### config.mk
export PLATFORM = sky130hd
export DESIGN_NAME = dcache_ctrl
export DESIGN_NICKNAME = d
export VERILOG_FILES = /design/src/rtl/dcache_pkg.sv /design/src/rtl/dcache_load_align.sv /design/src/rtl/dcache_ctrl.sv
export SDC_FILE = /design/constraint.sdc
export NUM_CORES = 2
export LEC_CHECK = 0
export ABC_AREA = 1
export BUFFER_PORTS_ARGS = -buffer_cell sky130_fd_sc_hd__buf_4
export CORE_AREA = 10 10 498 500
export DETAILED_ROUTE_END_ITERATION = 10
export DIE_AREA = 0 0 508 510
export GPL_TIMING_DRIVEN = 0
export PLACE_DENSITY = 0.54
export REMOVE_ABC_BUFFERS = 1
export SETUP_SLACK_MARGIN = 0.2
export SYNTH_ARGS = -nofsm -noshare
export SYNTH_HDL_FRONTEND = slang
export SYNTH_SLANG_ARGS = --single-unit
export TNS_END_PERCENT = 1
### constraint.sdc
create_clock -name clk -period 3.65 [get_ports clk]
set_input_delay 0 -clock clk [delete_from_list [all_inputs] [get_ports clk]]
set_output_delay 0 -clock clk [all_outputs]
set_load 0.05 [all_outputs]
### src/rtl/dcache_pkg.sv
// Shared types and constants for the direct-mapped write-through data cache controller.
package dcache_pkg;

   typedef enum logic [1:0] {
      IDLE   = 2'd0,
      REFILL = 2'd1,
      WRITE  = 2'd2,
      RESP   = 2'd3
   } state_t;

   // RV32I funct3 encodings for loads and stores
   localparam logic [2:0] F3_LB  = 3'b000;
   localparam logic [2:0] F3_LH  = 3'b001;
   localparam logic [2:0] F3_LW  = 3'b010;
   localparam logic [2:0] F3_LBU = 3'b100;
   localparam logic [2:0] F3_LHU = 3'b101;
   localparam logic [2:0] F3_SB  = 3'b000;
   localparam logic [2:0] F3_SH  = 3'b001;
   localparam logic [2:0] F3_SW  = 3'b010;

   localparam int OFFSET_BITS    = 2;
   localparam int DEF_INDEX_BITS = 5;
   localparam int DEF_DATA_WIDTH = 32;
   localparam int DEF_TAG_BITS   = DEF_DATA_WIDTH - DEF_INDEX_BITS - OFFSET_BITS;

endpackage

### src/rtl/dcache_load_align.sv
// Load formatting: selects the byte/halfword lane and sign- or zero-extends it.
module dcache_load_align
   import dcache_pkg::*;
#(
   parameter int DATA_WIDTH = DEF_DATA_WIDTH
) (
   input  logic [DATA_WIDTH-1:0]  word,
   input  logic [OFFSET_BITS-1:0] offset,
   input  logic [2:0]             funct3,
   output logic [DATA_WIDTH-1:0]  data
);

   logic signed [7:0]  byte_s;
   logic signed [15:0] half_s;

   always_comb begin
      case (offset)
         2'd0:    byte_s = word[7:0];
         2'd1:    byte_s = word[15:8];
         2'd2:    byte_s = word[23:16];
         default: byte_s = word[31:24];
      endcase
      half_s = offset[1] ? word[31:16] : word[15:0];

      case (funct3)
         F3_LB:   data = DATA_WIDTH'(byte_s);
         F3_LH:   data = DATA_WIDTH'(half_s);
         F3_LBU:  data = {{(DATA_WIDTH-8){1'b0}}, byte_s};
         F3_LHU:  data = {{(DATA_WIDTH-16){1'b0}}, half_s};
         default: data = word;
      endcase
   end

endmodule

### src/rtl/dcache_ctrl.sv
// Direct-mapped, write-through, no-write-allocate data cache controller with one-word lines.
// Optional hit/miss counters are enabled by defining DCACHE_STATS_EN.
module dcache_ctrl
   import dcache_pkg::*;
#(
   parameter int INDEX_BITS = DEF_INDEX_BITS,
   parameter int DATA_WIDTH = DEF_DATA_WIDTH
) (
   input  logic                  clk,
   input  logic                  rst,
   input  logic                  req_valid,
   input  logic                  we,
   input  logic [DATA_WIDTH-1:0] addr,
   input  logic [DATA_WIDTH-1:0] wd,
   input  logic [2:0]            memcontrol,
   output logic [DATA_WIDTH-1:0] read_data,
   output logic                  stall,
   output logic                  mem_req,
   output logic                  mem_we,
   output logic [DATA_WIDTH-1:0] mem_addr,
   output logic [DATA_WIDTH-1:0] mem_wdata,
   output logic [3:0]            mem_wstrb,
   input  logic                  mem_ack,
   input  logic [DATA_WIDTH-1:0] mem_rdata
`ifdef DCACHE_STATS_EN
   ,
   output logic [31:0]           hit_count,
   output logic [31:0]           miss_count
`endif
);

   localparam int LINES    = 2**INDEX_BITS;
   localparam int TAG_BITS = DATA_WIDTH - INDEX_BITS - OFFSET_BITS;

   state_t                  state;
   logic [LINES-1:0]        valid;
   logic [TAG_BITS-1:0]     tag_mem  [LINES];
   logic [DATA_WIDTH-1:0]   data_mem [LINES];

   logic [INDEX_BITS-1:0]   idx;
   logic [TAG_BITS-1:0]     tag;
   logic [OFFSET_BITS-1:0]  off;
   logic                    hit;
   logic                    lookup;
   logic                    start;
   logic [DATA_WIDTH-1:0]   st_data;
   logic [3:0]              st_strb;
   logic [DATA_WIDTH-1:0]   aligned;

   function automatic logic [DATA_WIDTH-1:0] lane_data(input logic [2:0] f3,
                                                       input logic [DATA_WIDTH-1:0] d);
      case (f3)
         F3_SB:   return {4{d[7:0]}};
         F3_SH:   return {2{d[15:0]}};
         default: return d;
      endcase
   endfunction

   // Misaligned halfword/word stores drop the offending offset bits
   function automatic logic [3:0] lane_strb(input logic [2:0] f3,
                                            input logic [OFFSET_BITS-1:0] o);
      case (f3)
         F3_SB:   return 4'b0001 << o;
         F3_SH:   return o[1] ? 4'b1100 : 4'b0011;
         default: return 4'b1111;
      endcase
   endfunction

   function automatic logic [DATA_WIDTH-1:0] merge(input logic [DATA_WIDTH-1:0] old_w,
                                                   input logic [DATA_WIDTH-1:0] new_w,
                                                   input logic [3:0] strb);
      logic [DATA_WIDTH-1:0] r;
      r = old_w;
      for (int b = 0; b < 4; b++)
         if (strb[b]) r[8*b +: 8] = new_w[8*b +: 8];
      return r;
   endfunction

   assign idx     = addr[INDEX_BITS+OFFSET_BITS-1:OFFSET_BITS];
   assign tag     = addr[DATA_WIDTH-1 -: TAG_BITS];
   assign off     = addr[OFFSET_BITS-1:0];
   assign hit     = valid[idx] && (tag_mem[idx] == tag);
   assign lookup  = (state == IDLE) && req_valid;
   assign start   = lookup && (we || !hit);
   assign st_data = lane_data(memcontrol, wd);
   assign st_strb = lane_strb(memcontrol, off);

   dcache_load_align #(.DATA_WIDTH(DATA_WIDTH)) u_load_align (
      .word   (data_mem[idx]),
      .offset (off),
      .funct3 (memcontrol),
      .data   (aligned)
   );

   // Hits answer in the lookup cycle, so stall and read_data stay combinational
   always_comb begin
      stall     = 1'b0;
      read_data = '0;
      if (!rst) begin
         case (state)
            IDLE:          if (req_valid) begin
                              if (we || !hit) stall = 1'b1;
                              else            read_data = aligned;
                           end
            REFILL, WRITE: stall = 1'b1;
            RESP:          if (!we) read_data = aligned;
            default:       ;
         endcase
      end
   end

   always_ff @(posedge clk or posedge rst) begin
      if (rst) begin
         state     <= IDLE;
         valid     <= '0;
         mem_req   <= 1'b0;
         mem_we    <= 1'b0;
         mem_wstrb <= '0;
`ifdef DCACHE_STATS_EN
         hit_count  <= '0;
         miss_count <= '0;
`endif
      end else begin
         case (state)
            IDLE: begin
               if (start) begin
                  mem_req   <= 1'b1;
                  mem_we    <= we;
                  mem_wstrb <= we ? st_strb : 4'b0000;
                  state     <= we ? WRITE : REFILL;
               end
`ifdef DCACHE_STATS_EN
               if (lookup) begin
                  if (hit) hit_count  <= hit_count + 32'd1;
                  else     miss_count <= miss_count + 32'd1;
               end
`endif
            end
            REFILL: if (mem_ack) begin
               valid[idx] <= 1'b1;
               mem_req    <= 1'b0;
               state      <= RESP;
            end
            WRITE: if (mem_ack) begin
               mem_req   <= 1'b0;
               mem_we    <= 1'b0;
               mem_wstrb <= '0;
               state     <= RESP;
            end
            RESP:    state <= IDLE;
            default: state <= IDLE;
         endcase
      end
   end

   // Line storage and request payload carry no reset; valid bits gate their use
   always_ff @(posedge clk) begin
      if (start) begin
         mem_addr  <= {addr[DATA_WIDTH-1:OFFSET_BITS], {OFFSET_BITS{1'b0}}};
         mem_wdata <= st_data;
      end
      if (lookup && we && hit)
         data_mem[idx] <= merge(data_mem[idx], st_data, st_strb);
      if ((state == REFILL) && mem_ack) begin
         data_mem[idx] <= mem_rdata;
         tag_mem[idx]  <= tag;
      end
   end

endmodule

==> impl_metrics.env <==
export IMPL_ys_flop_type="edfxtp_1"
export IMPL_max_freq_ghz=0.277
export IMPL_die_h_um=510
export IMPL_avgSynthCellArea_um2=13.0
export IMPL_io_pin_count=207
export IMPL_netlist_top_cells_area="edfxtp_1 75%, nand2_1 9.6%, a22oi_1 4.8%"
export IMPL_htree_levels=4
export IMPL_seqPwrFrac=0.495
export IMPL_grt_pass1_wl_um=345000
export IMPL_yosysMostFrequentCell="nand2_1"
export IMPL_fin_worst_skew_ns=0.131
export IMPL_slowest_stage="nor3_2"
export IMPL_p_int_w=0.0387
export IMPL_clk_path_buf_depth=3
export IMPL_clockPowerShare=0.386
export IMPL_relSlewSlack=0.215
export IMPL_rsz0062_at_grt="yes"
export IMPL_clk_pin_slew_ns=0.06
export IMPL_dp_cells=9031
export IMPL_vias=49600
export IMPL_maxSlewViolCount=0
export IMPL_worstPathCellList="buf_4, inv_2, nor3_2, buf_6, inv_2, buf_12, a21oi_1, or2_2, nor2_1, nand2_1, nand2_1, nand3_1, nand3_1, nand2_1, inv_4, nand2_8, nand3_1, nor2_1, buf_6"
export IMPL_wl_per_cell_um=25.0
export IMPL_period_share=0.989
export IMPL_dieArea_um2=259000
export IMPL_start_util=0.319
export IMPL_syn_area_um2=75600
export IMPL_cp_num_buf_inv=7
export IMPL_p_sw_w=0.0138
export IMPL_cp_max_fo=24
export IMPL_hold_class="in2reg"
export IMPL_grt_total_usage=0.179
export IMPL_drv_cap=0
export IMPL_cts_buffers=200
export IMPL_drive_above_1_share=0.149
export IMPL_synth_warnings=0
export IMPL_die_x_um=508
export IMPL_worst_slew_pin_slew_ns=1.17
export IMPL_p_comb_frac=0.120
export IMPL_ys_types=37
export IMPL_io_buffers=204
export IMPL_ys_ff_latch=1926
export IMPL_overflow=0
export IMPL_path_class="in2out"
export IMPL_cp_start_kind="input port"
export IMPL_hpwl_um=140000
export IMPL_ir_worst_vdd_v=0.000636
export IMPL_netlist_instances=5811
export IMPL_worstSetupEndpointType="output pin"
export IMPL_synth_edff_count=1886
export IMPL_syn_to_final_growth_pct=24.0
export IMPL_first_pass_iters=5
export IMPL_clockRootBuffer="clkbuf_16"
export IMPL_yosys_area_top_type="edfxtp_1"
export IMPL_layout_nets=6357
export IMPL_drc=0
export IMPL_postRouteAntennaNets=0
export IMPL_clock_latency_ns=0.90
export IMPL_p_leak_nw=33.0
export IMPL_finalPower_w=0.0525
export IMPL_grt_max_degree=81
export IMPL_arrival_ns=3.61
export IMPL_num_rows=179
export IMPL_setup_violations=0
export IMPL_core_area_um2=237000
export IMPL_wl_um=240000
export IMPL_yosysSeqAreaShare=0.762
export IMPL_netlist_area_leader_share=0.749
export IMPL_grt_pass1_vias=48300
export IMPL_timing_critical_path_max_delay_family="simple AND/OR/NAND/NOR gates"
export IMPL_stdcell_count=9592
export IMPL_synthArstFlopShare=0.0208
export IMPL_cts_tree="yes"
export IMPL_yosys_top_cells_count="1929 x nand2_1, 1886 x edfxtp_1, 485 x a22oi_1"
export IMPL_final_hold_viol_count=0
export IMPL_antenna_found_initial=4
export IMPL_swShare=0.263
export IMPL_cts_sinks=1926
export IMPL_min_period_ns=3.61
export IMPL_gp_congestion=0.777
export IMPL_viasPerCell=5.17
export IMPL_critical_path_required_ns=3.65
export IMPL_drtIter0Drc=5374
export IMPL_powerDensity_nw_per_um2=560
export IMPL_status="complete, no violations"
export IMPL_cpPeakStageDelay_ns=0.75
cell type report:
| type | instances | area (um^2) |
|---|---|---|
| antenna | 1 | 2.50 |
| clock buffer | 246 | 5200 |
| clock inverter | 132 | 1340 |
| fill | 22000 | 144000 |
| inverter | 135 | 587 |
| multi-input combinational | 3432 | 17200 |
| sequential | 1926 | 57600 |
| tap | 3167 | 3960 |
| timing repair buffer | 550 | 7810 |
| timing repair inverter | 3 | 26.3 |
timing repair:
action	4_1_cts	5_1_grt
resized for setup	113	92
hold buffers	99	2
gates cloned	23	2
endpoints found under the hold margin	945	7
pin swaps	43	32
endpoints found under the setup margin	2151	1433
buffers inserted	51	5
cells in the final DEF, fill, tap and decap left out, types with 5 or more instances in the layout:
cell           instances
o211ai_1              37
clkbuf_16            206
clkinvlp_4             9
buf_12               108
dfrtp_1               40
nand2_1             1906
a221oi_1              11
buf_4                204
nor3_4                 9
nor3_1                12
bufinv_16             15
a21oi_1              274
a31oi_1                5
nand4_1               32
or2_2                 29
edfxtp_1            1886
nand2_2               17
nor2_1                81
a22oi_1              485
nor2_4                91
nor4_1                43
o21ai_1               37
clkinv_16             13
bufbuf_16             17
nand2_8                5
clkinv_1              50
buf_6                 45
nand3_1              204
dlygate4sd3_1        100
buf_16                68
o21ai_0               59
nor2_2                37
clkbuf_1              44
inv_1                119
inv_16                 5
clkinv_2              42
inv_2                 10
a21boi_0              25
through the flow:
stage	setup WS, ns	instance area (um^2)	util	TNS [ns]	hold WS (ns)
floorplan	-8.80	74300	-	-	0.0989
detailed placement	-3.25	84100	0.354	-4478.81	-0.0479
finish	0.0394	93800	0.395	0	0.0353
global placement	-25.93	79800	0.336	-	0.188
global route	-0.0867	93800	0.395	-1.95	0.0270
CTS	-0.0468	93400	0.393	-0.356	0.00150
power by group through the flow:
stage	Clock [W]	Combinational, W	Sequential [W]
final	0.0202	0.00628	0.0260
after global routing	0.0214	0.00673	0.0260
after CTS	0.0205	0.00616	0.0260
after detailed placement	0	0.00582	0.0264
after global placement	0	0.00552	0.0265
after floorplan	0	0.00243	0.0270
flip-flops by register name, indices dropped and copies added (netlist names):
signal,count
mem_wdata,32
tag_mem,800
mem_wstrb,4
mem_addr,30
valid,32
state,2
data_mem,1024
mem_req,1
mem_we,1
path summary, 6_finish.rpt:
path	from	to	slack, ns	depth (start not counted)
max reg2reg	tag_mem[10][10]	data_mem[16][0]	0.18	22
max in group asynchronous	rst	valid[29]	2.93	5
max	addr[4]	read_data[16]	0.04	19
min in group asynchronous	rst	mem_req	0.21	4
min	mem_rdata[20]	data_mem[24][20]	0.04	3
min reg2reg	valid[9]	valid[9]	0.46	2
worst min-delay path, delay by kind of cell:
kind | cells | cell delay (ns)
AND/OR/NAND/NOR | 2 | 0.43
buffers and inverters | 1 | 0.15
metal layers:
layer  wire [um]  track usage  vias to the layer above
li1            -            -                    22000
met1      103000        0.253                    25100
met2      110000        0.281                     2168
met3       20600       0.0357                      365
met4        6200       0.0475                        0
met5           0            0                        -
cell families after synthesis:
kind of cell | share of synthesized area
fa+ha+maj | 0.000827
simple gates | 0.131
other cells | 0.0000496
buf+inv | 0.0246
flops | 0.762
compound gates | 0.0814
Note: power is estimated with default switching activity, not from simulation.
